**src/rtl/gate_sweep_ctrl.sv**
```systemverilog
// Exhaustive 3-input truth-table sweep sequencer for a combinational gate under test.
// Drives a/b/c, waits SETTLE_CYCLES, checks synchronized dut_y against the selected function.
module gate_sweep_ctrl #(
  parameter int SETTLE_CYCLES = 4
) (
  input  logic       clk,
  input  logic       rst_n,
  input  logic       start,
  input  logic       abort,
  input  logic [1:0] mode,
  input  logic       dut_y,
  output logic       a,
  output logic       b,
  output logic       c,
  output logic       busy,
  output logic       done,
  output logic       pass,
  output logic [3:0] err_count,
  output logic [2:0] first_fail,
  output logic       fail_valid
);

  typedef enum logic [1:0] {
    ST_IDLE   = 2'd0,
    ST_SETTLE = 2'd1,
    ST_CHECK  = 2'd2,
    ST_DONE   = 2'd3
  } state_t;

  localparam logic [3:0] CNT_LAST = 4'(SETTLE_CYCLES - 1);

  state_t     state_r;
  logic [2:0] vec_r;
  logic [3:0] cnt_r;
  logic [1:0] mode_r;
  logic       sync1_r;
  logic       y_s;
  logic       mismatch_s;
  logic [3:0] err_nxt_s;

  function automatic logic expected_fn(input logic [1:0] m, input logic [2:0] v);
    logic r;
    case (m)
      2'b00:   r = ~(&v);
      2'b01:   r = ~(|v);
      2'b10:   r = &v;
      2'b11:   r = ^v;
      default: r = 1'b0;
    endcase
    return r;
  endfunction

  // Two-flop synchronizer for the asynchronous gate output
  always_ff @(posedge clk or negedge rst_n) begin
    if (!rst_n) begin
      sync1_r <= 1'b0;
      y_s     <= 1'b0;
    end else begin
      sync1_r <= dut_y;
      y_s     <= sync1_r;
    end
  end

  // Mismatch detection and saturating error count for the current check
  always_comb begin
    mismatch_s = 1'b0;
    err_nxt_s  = err_count;
    if (state_r == ST_CHECK) begin
      mismatch_s = (y_s != expected_fn(mode_r, vec_r));
    end else begin
      mismatch_s = 1'b0;
    end
    if (mismatch_s && (err_count != 4'd8)) begin
      err_nxt_s = err_count + 4'd1;
    end else begin
      err_nxt_s = err_count;
    end
  end

  // Sweep FSM with registered outputs; abort overrides everything but reset
  always_ff @(posedge clk or negedge rst_n) begin
    if (!rst_n) begin
      state_r    <= ST_IDLE;
      vec_r      <= 3'd0;
      cnt_r      <= 4'd0;
      mode_r     <= 2'b00;
      {a, b, c}  <= 3'b000;
      busy       <= 1'b0;
      done       <= 1'b0;
      pass       <= 1'b0;
      err_count  <= 4'd0;
      first_fail <= 3'd0;
      fail_valid <= 1'b0;
    end else if (abort) begin
      // Result registers are deliberately kept for post-abort debug
      state_r   <= ST_IDLE;
      vec_r     <= 3'd0;
      cnt_r     <= 4'd0;
      {a, b, c} <= 3'b000;
      busy      <= 1'b0;
      done      <= 1'b0;
      pass      <= 1'b0;
    end else begin
      case (state_r)
        ST_IDLE, ST_DONE: begin
          if (start) begin
            state_r    <= ST_SETTLE;
            vec_r      <= 3'd0;
            cnt_r      <= 4'd0;
            mode_r     <= mode;
            {a, b, c}  <= 3'b000;
            busy       <= 1'b1;
            done       <= 1'b0;
            pass       <= 1'b0;
            err_count  <= 4'd0;
            first_fail <= 3'd0;
            fail_valid <= 1'b0;
          end else begin
            state_r <= state_r;
          end
        end
        ST_SETTLE: begin
          cnt_r <= cnt_r + 4'd1;
          if (cnt_r == CNT_LAST) begin
            state_r <= ST_CHECK;
          end else begin
            state_r <= ST_SETTLE;
          end
        end
        ST_CHECK: begin
          err_count <= err_nxt_s;
          if (mismatch_s && !fail_valid) begin
            first_fail <= vec_r;
            fail_valid <= 1'b1;
          end else begin
            fail_valid <= fail_valid;
          end
          if (vec_r == 3'd7) begin
            state_r <= ST_DONE;
            busy    <= 1'b0;
            done    <= 1'b1;
            pass    <= (err_nxt_s == 4'd0);
          end else begin
            state_r   <= ST_SETTLE;
            vec_r     <= vec_r + 3'd1;
            {a, b, c} <= vec_r + 3'd1;
            cnt_r     <= 4'd0;
          end
        end
        default: begin
          state_r <= ST_IDLE;
          busy    <= 1'b0;
          done    <= 1'b0;
          pass    <= 1'b0;
        end
      endcase
    end
  end

endmodule

```
**config.mk**
```make
export PLATFORM = sky130hd
export DESIGN_NAME = gate_sweep_ctrl
export DESIGN_NICKNAME = d
export VERILOG_FILES = /design/src/rtl/gate_sweep_ctrl.sv
export SDC_FILE = /design/constraint.sdc
export NUM_CORES = 1
export LEC_CHECK = 0
export ABC_AREA = 1
export CORE_UTILIZATION = 44
export DETAILED_ROUTE_END_ITERATION = 8
export PLACE_DENSITY = 0.67
export SLEW_MARGIN = 15
export SYNTH_ARGS = -nofsm -noshare
export SYNTH_HDL_FRONTEND = slang
export SYNTH_SLANG_ARGS = --single-unit
export TNS_END_PERCENT = 100
```
**constraint.sdc**
```tcl
create_clock -name clk -period 3.3 [get_ports clk]
set_input_delay 0.66 -clock clk [delete_from_list [all_inputs] [get_ports clk]]
set_output_delay 0.66 -clock clk [all_outputs]
set_load 0.01 [all_outputs]
```
# Yosys cells after proc, flatten, opt, wreduce, memory -nomap -nowiden
# Cells that the tools add are included.
[totals]
word_cells = 96
out_inout_bits = 14
in_bits = 7
ff_bits = 27
[classes]
n_addsub = 3
n_eq_ne = 15
bitwise_logic = 3
mux = 42
reduce_logical = 18
[op_table]
columns = ["op", "count"]
rows = [
  ["1-bit 2-to-1 mux", 17],
  ["4-bit 2-to-1 mux", 4],
  ["3-bit AND reduction", 5],
  ["1-bit one-hot mux with 2 select lines", 7],
  ["3-bit 2-to-1 mux", 4],
  ["3-bit one-hot mux with 2 select lines", 2],
  ["4-bit one-hot mux with 3 select lines", 1],
  ["4-bit by 1-bit adder with 4-bit output (second input constant)", 2],
  ["2-bit == test (second input constant)", 4],
  ["2-bit 2-to-1 mux", 4],
  ["4-bit one-hot mux with 2 select lines", 1],
  ["3-bit inequality test (second input constant)", 2],
  ["2-bit one-hot mux with 3 select lines", 1],
  ["2-bit by 1-bit == test with 1-bit output (second input constant)", 2],
  ["4-bit by 2-bit == test with 1-bit output (second input constant)", 1],
  ["2-bit logical NOT", 2],
  ["4-bit logical NOT", 1],
  ["4-bit inequality test (second input constant)", 1],
  ["1-bit one-hot mux with 4 select lines", 1],
  ["4-bit AND reduction", 1],
  ["3-bit by 1-bit adder with 3-bit output (second input constant)", 1],
  ["3-bit == test (second input constant)", 1],
  ["3-bit by 2-bit inequality test with 1-bit output (second input constant)", 1],
  ["1-bit inverter", 3],
  ["other kinds (11)", 12],
]

# Logic depth before layout (Yosys ltp)
# Gate-level depths: netlist of the first run.
[logic_depth]
depth_word = 12
mapped_depth = 14

# Worst setup path before layout of the first run
# OpenSTA, ideal clock, no wires.
[synth_timing]
path_kind = "reg2reg"
startpoint = "reg b (netlist name)"
endpoint = "reg pass"
setup_ns = 0.117
arrival_time_ns = 1.630
path_stages_with_launch = 13
synth_period_minus_slack_ns = 1.748
slack_ns = 1.552
path_cell_list = "dfrtp_1 ha_1 ha_1 inv_2 nand2_1 nand3_2 nand2_1 nand2_1 nand4_2 o21ai_1 inv_1 nand3_1 nand2_1"
[synth_lines]
columns = ["element", "line", "source"]
rows = [
  ["to (signal assigned)", "142", "pass <= (err_nxt_s == 4'd0);"],
  ["to (decl)", "17", "output logic pass,"],
]

==> results of run 1 <==
Yosys cell counts, types with 2 or more instances:
cell type,count
inv_2,6
nand3_2,4
ha_1,8
o21ai_1,7
nor2_1,11
nor2_2,4
inv_1,22
dfrtp_1,24
nand2_1,46
nand3_1,12
xor2_1,2
o21ai_0,5
a21oi_1,6
nor2_4,2
registers in the layout, indices dropped and copies added (netlist names):
signal	flops
busy	1
c	1
done	1
err_count	4
cnt_r	4
mode_r	2
y_s	1
b	1
state_r	2
vec_r	1
sync1_r	1
pass	1
fail_valid	1
first_fail	3
power breakdown:
| part | switching [mW] | internal, mW | leakage (nW) |
|---|---|---|---|
| clock network | 0.0842 | 0.0674 | 0.0210 |
| logic | 0.0670 | 0.0402 | 0.441 |
| registers | 0.0109 | 0.309 | 0.321 |
cell type report:
type | instances | area [sq um] | share of cell area [%]
Multi-Input combinational cell | 117 | 668 | 40.3
Inverter | 28 | 105 | 6.34
Tap cell | 31 | 38.8 | 2.34
Sequential cell | 24 | 601 | 36.3
Timing Repair Buffer | 21 | 208 | 12.5
Clock buffer | 4 | 36.3 | 2.19
routing by layer:
layer | vias up | track usage (%) | routed length (um)
met5 | - | 0 | 0
met4 | 0 | 2.04 | 17
met3 | 2 | 4.69 | 82
met2 | 24 | 34.6 | 1340
met1 | 538 | 23.5 | 1250
li1 | 587 | - | -
path summary, 6_finish.rpt:
| path | from | end | slack, ns | depth (start not counted) |
|---|---|---|---|---|
| worst min-delay path | sync1_r | y_s | 0.37 | 0 |
| max in group asynchronous | rst_n | cnt_r[2] | 2.38 | 2 |
| worst min register to register | sync1_r | y_s | 0.37 | 0 |
| worst max-delay path | vec_r[2] | a | 1.32 | 1 |
| min in group asynchronous | rst_n | mode_r[0] | 0.68 | 2 |
| worst max register to register | c | pass | 1.37 | 12 |
cell usage in the layout (no fill, tap or decap), types with 2 or more instances in the layout:
master	instances
inv_1	22
dfrtp_1	24
nand3_2	4
clkdlybuf4s50_1	20
nand3_1	12
a21oi_1	6
inv_2	6
clkbuf_4	3
nor2_1	11
nand2_1	46
o21ai_0	5
nor2_4	2
o21ai_1	7
nor2_2	4
ha_1	8
xor2_1	2
kinds of logic (layout without fill, tap and decap cells):
group                      after synthesis  after routing  synth area share [%]
AOI/OAI and AO/OA                       24             24                  10.3
buffers and inverters                   28             53                  7.65
DFF                                     24             24                  43.7
and+or+nand+nor                         83             83                  29.8
xor gates and xnor gates                 2              2                  1.28
adders and majority gates                8              8                  7.29
per-stage QoR:
| step | hold slack [ns] | instance area [sq um] | instances | power (mW) | util, % |
|---|---|---|---|---|---|
| finish | 0.370 | 1660 | 225 | 0.579 | 58.1 |
| global route | 0.386 | 1660 | 225 | 0.616 | 58.1 |
| CTS | 0.379 | 1660 | 225 | 0.585 | 58.1 |
| detailed placement | 0.350 | 1620 | 221 | 0.434 | 56.8 |
| global placement | 0.334 | 1620 | 221 | 0.428 | 56.8 |
| floorplan | 0.331 | 1370 | 169 | 0.399 | - |
worst register-to-register path, cell delays in order, from the launching register on:
cell and delay (ns):
dfrtp_1 0.45, ha_1 0.21, ha_1 0.22, inv_2 0.10, nand2_1 0.07, nand3_2 0.10, nand2_1 0.06, nand2_1 0.09
nand4_2 0.14, o21ai_1 0.21, inv_1 0.06, nand3_1 0.08, nand2_1 0.05
==> flow_metrics.py, run 1 <==
metrics = {
    "status": {
        "status": "finished with violations",
        "violations": "DRC",
    },
    "routing": {
        "firstDrtPassIters": 6,
        "wl_um": 2680,
        "postRouteAntennaNets": 0,
        "drc": 2,
        "vias": 1151,
        "wl_per_cell_um": 11.9,
        "vias_per_cell": 5.12,
        "drt_iter0_drc": 48,
    },
    "place": {
        "gp_congestion": 0.803,
        "portBuffers": 20,
        "dp_hpwl_um": 2160,
        "pre_cts_slack_ns": 1.23,
    },
    "cts": {
        "ctsHtreeMaxLevel": 1,
        "root_buffer": "clkbuf_4",
        "cts_setup_buffers": 0,
        "cts.path.max_buffers": 2,
        "clock_latency_ns": 0.31,
        "path_clk_slew_ns": 0.13,
        "hold_buffers": 0,
        "cts_resized": 0,
        "clock-sinks": 24,
        "cts_tree": "yes",
        "numCtsBuffers": 3,
    },
    "yosys": {
        "yosysSeqAreaShare_pct": 43.7,
        "synth_top_cell_by_area": "dfrtp_1",
        "yosys_warnings": 0,
        "synth-async-reset-ratio_pct": 100,
        "syn_nets": 184,
        "netlist_area_sq_um": 1370,
        "synthTopCellsByArea": "dfrtp_1, nand2_1, ha_1",
        "syn_area_per_cell_sq_um": 8.13,
        "synth.top_cell.area_share_pct": 43.7,
        "synth_cell_type_count": 24,
        "synth_flop_cell": "dfrtp_1",
        "postSynthCellCount": 169,
        "ys_ff_latch": 24,
        "synth_edf_count": 0,
    },
    "run": {
        "maxCapViolations": 0,
    },
    "critical_path": {
        "worstSetupEndpointType": "output pin",
        "arrival_ns": 1.32,
        "cp.required_ns": 2.64,
        "cp_top_family": "buffers and inverters",
        "start_kind": "register",
        "crit_fanout": 5,
        "path_class": "register to output pin",
        "slowest_delay_ns": 0.57,
        "path_buf_inv": 1,
        "crit_chain": "clkdlybuf4s50_1",
        "cp_slowest_cell": "clkdlybuf4s50_1",
    },
    "grt": {
        "grt_max_degree": 25,
        "antenna_found_initial": 0,
        "grtUsageTotal_pct": 19.0,
        "overflow": 0,
        "grt_pass1_vias": 1153,
        "grt_pass1_wl_um": 4970,
    },
    "sta": {
        "fin_setup_tns_ns": 0,
        "max_slew_margin_pct": 76.8,
        "setup_viol": 0,
        "report.final.slew_viol_count": 0,
        "rsz0062_at_grt": "false",
        "layout_min_cycle_time_ns": 1.98,
        "worst_pin_slew_ns": 0.346,
        "skew_ns": 0.00760,
        "fin_crit_sh_pct": 60.1,
        "fin_ws_ns": 1.32,
        "fmax_mhz": 504,
        "hold_violations": 0,
    },
    "power": {
        "powerDensity_nw_per_um2": 349,
        "vdd_drop_max_uv": 332,
        "leakage_nw": 0.783,
    },
    "cells_and_area": {
        "areaGrowthSynthToFinish_pct": 20.6,
        "n_antenna_cell": 0,
        "drive_gt1_share_pct": 14.4,
        "nFillCells": 256,
        "nets": 210,
    },
    "die": {
        "core_region_area_sq_um": 2850,
        "die_x_um": 57.9,
        "row_count": 19,
        "floorplan.initialDensity_pct": 48.2,
        "die-area_sq_um": 3350,
        "io_pins": 21,
        "dieHeight_um": 57.9,
    },
    "worst_hold_path": {
        "hold_class": "register to register",
    },
}
Note: power is estimated with default switching activity, not from simulation.
==> run 2, diff against run 1 <==
PLACE_DENSITY = 0.7   (was 0.67)
clock period = 1.7 ns   (was 3.3 ns; I/O delays follow)
==> run 2 against run 1 <==
  * The flow finishes with violations (DRC, setup timing)
  * Via count increased by 7.4%
  * Routed wire length increased by 6.0%
  * Setup slack got worse by 1.4 ns
  * Total power increased by 120%
  * Final area increased by 13%
  * Clock skew decreased by 0.0064 ns
  * Sequential share of layout area decreased by 4.1 points
  * Sequential cell count unchanged
  * Combinational power increased by 120%
  * Clock power increased to 2.7 times the previous value
  * Global-route usage decreased by 0.72 points
  * Final cell count increased by 8.4%
==> flow_metrics.py, run 2 (synthesis gave the netlist of run 1 again) <==
metrics = {
    "status": {
        "status": "finished with violations",
        "violations": "DRC, setup timing",
    },
    "power": {
        "leakage_nw": 0.900,
        "p_total_mw": 1.28,
        "vdd_drop_max_uv": 486,
        "powerDensity_nw_per_um2": 683,
    },
    "cts": {
        "path_clk_slew_ns": 0.13,
        "clock_latency_ns": 0.32,
        "ctsHtreeMaxLevel": 1,
        "root_buffer": "clkbuf_4",
        "cts.path.max_buffers": 2,
        "clock-sinks": 24,
        "cts_tree": "yes",
        "numCtsBuffers": 3,
    },
    "critical_path": {
        "slowest_delay_ns": 0.44,
        "arrival_ns": 2.04,
        "cp.required_ns": 1.97,
        "path_buf_inv": 1,
        "cp_slowest_cell": "dfrtp_1",
        "crit_fanout": 6,
        "path_class": "register to register",
        "start_kind": "register",
        "crit_chain": "ha_2, ha_4, inv_2, nand2_1, nand3_2, nand2_1, nand2_2, nand2_1, o21ai_2, nand2_2, nor2_4, nand2_1, nand2_1",
        "worstSetupEndpointType": "register",
        "r2r_slack_ns": -0.07,
        "crit_top_cell": "nand2_1",
        "cp_top_family": "simple AND/OR/NAND/NOR gates",
    },
    "routing": {
        "drc": 1,
        "firstDrtPassIters": 8,
        "wl_um": 2850,
        "postRouteAntennaNets": 0,
        "vias": 1236,
        "wl_per_cell_um": 11.7,
        "vias_per_cell": 5.07,
        "drt_iter0_drc": 37,
    },
    "sta": {
        "hold_ws_ns": 0.356,
        "fin_ws_ns": -0.0749,
        "setup_viol": 7,
        "skew_ns": 0.00116,
        "fin_setup_tns_ns": -0.306,
        "fin_crit_sh_pct": 104,
        "report.final.slew_viol_count": 0,
        "max_slew_margin_pct": 77.4,
        "fmax_mhz": 563,
        "rsz0062_at_grt": "true",
        "layout_min_cycle_time_ns": 1.77,
        "hold_violations": 0,
        "worst_pin_slew_ns": 0.338,
    },
    "die": {
        "die-area_sq_um": 3350,
        "core_region_area_sq_um": 2850,
        "io_pins": 21,
        "dieHeight_um": 57.9,
        "floorplan.initialDensity_pct": 48.2,
        "row_count": 19,
        "die_x_um": 57.9,
    },
    "place": {
        "portBuffers": 20,
        "dp_hpwl_um": 2120,
        "place_inst": 232,
        "dpl_cell_area_sq_um": 1710,
        "gp_congestion": 0.891,
        "pre_cts_slack_ns": -0.0648,
    },
    "cells_and_area": {
        "nets": 229,
        "stdcell_area_sq_um": 1870,
        "stdcell_count": 244,
        "fin_util_pct": 65.4,
        "final_cell_mix": "nand2_1, dfrtp_1, buf_4",
        "drive_gt1_share_pct": 25.8,
        "final_common_cell": "nand2_1",
        "largest_registers": "cnt_r (4), err_count (4), first_fail (3)",
        "nFillCells": 233,
        "areaGrowthSynthToFinish_pct": 35.8,
        "n_antenna_cell": 0,
    },
    "grt": {
        "overflow": 0,
        "grtUsageTotal_pct": 18.3,
        "grt_pass1_vias": 1172,
        "antenna_found_initial": 0,
        "grt_pass1_wl_um": 4730,
        "grt_max_degree": 25,
    },
    "worst_hold_path": {
        "hold_class": "input port to async pin",
    },
    "run": {
        "maxCapViolations": 0,
    },
}
==> run 2: cell types whose count changed in the layout (fill, tap and decap cells not counted), sizes merged <==
cell,before,now
clkbuf,4,3
dlygate4sd2,0,3
buf,1,20
clkdlybuf4s50,20,17
bufinv,0,1
==> run 2: what timing repair did <==
action	in CTS	in global routing
buffers inserted	2	6
endpoints found under the setup margin	11	17
resized for setup	10	3
hold buffers	0	0
pin swaps	9	7
==> run 2: where the power goes <==
| group | internal, mW | switching, mW | total, mW |
|---|---|---|---|
| sequential | 0.600 | 0.0211 | 0.621 |
| clock | 0.238 | 0.179 | 0.417 |
| combinational | 0.0925 | 0.144 | 0.237 |
==> run 2: worst paths after layout <==
path / cells after the start / endpoint / start
max: 13 / first_fail[0] / c
min: 2 / c / rst_n
max reg2reg: 13 / first_fail[0] / c
min reg2reg: 0 / y_s / sync1_r
max in group asynchronous: 2 / err_count[1] / rst_n
min in group clk: 0 / y_s / sync1_r
==> run 2: layer usage <==
metal,GRT usage [%],wire length (um),up-vias
met3,2.68,116,7
met1,23.1,1310,570
li1,-,-,627
met4,9.52,65,0
met5,0,0,-
met2,30.5,1350,32
==> run 2: layout make-up <==
class / instances / area (sq um) / area share, %
sequential: 24 / 601 / 32.2
multi-input combinational: 117 / 722 / 38.7
tap: 31 / 38.8 / 2.08
timing repair buffer: 40 / 347 / 18.6
clock inverter: 1 / 30.0 / 1.61
inverter: 28 / 105 / 5.63
clock buffer: 3 / 22.5 / 1.21
==> run 2: worst reg2reg max path: stages, from the launching register on <==
cell,delay (ns)
dfrtp_1,0.44
ha_2,0.20
ha_4,0.17
inv_2,0.05
nand2_1,0.05
nand3_2,0.11
nand2_1,0.08
nand2_2,0.09
nand2_1,0.07
o21ai_2,0.12
nand2_2,0.12
nor2_4,0.12
nand2_1,0.06
nand2_1,0.06
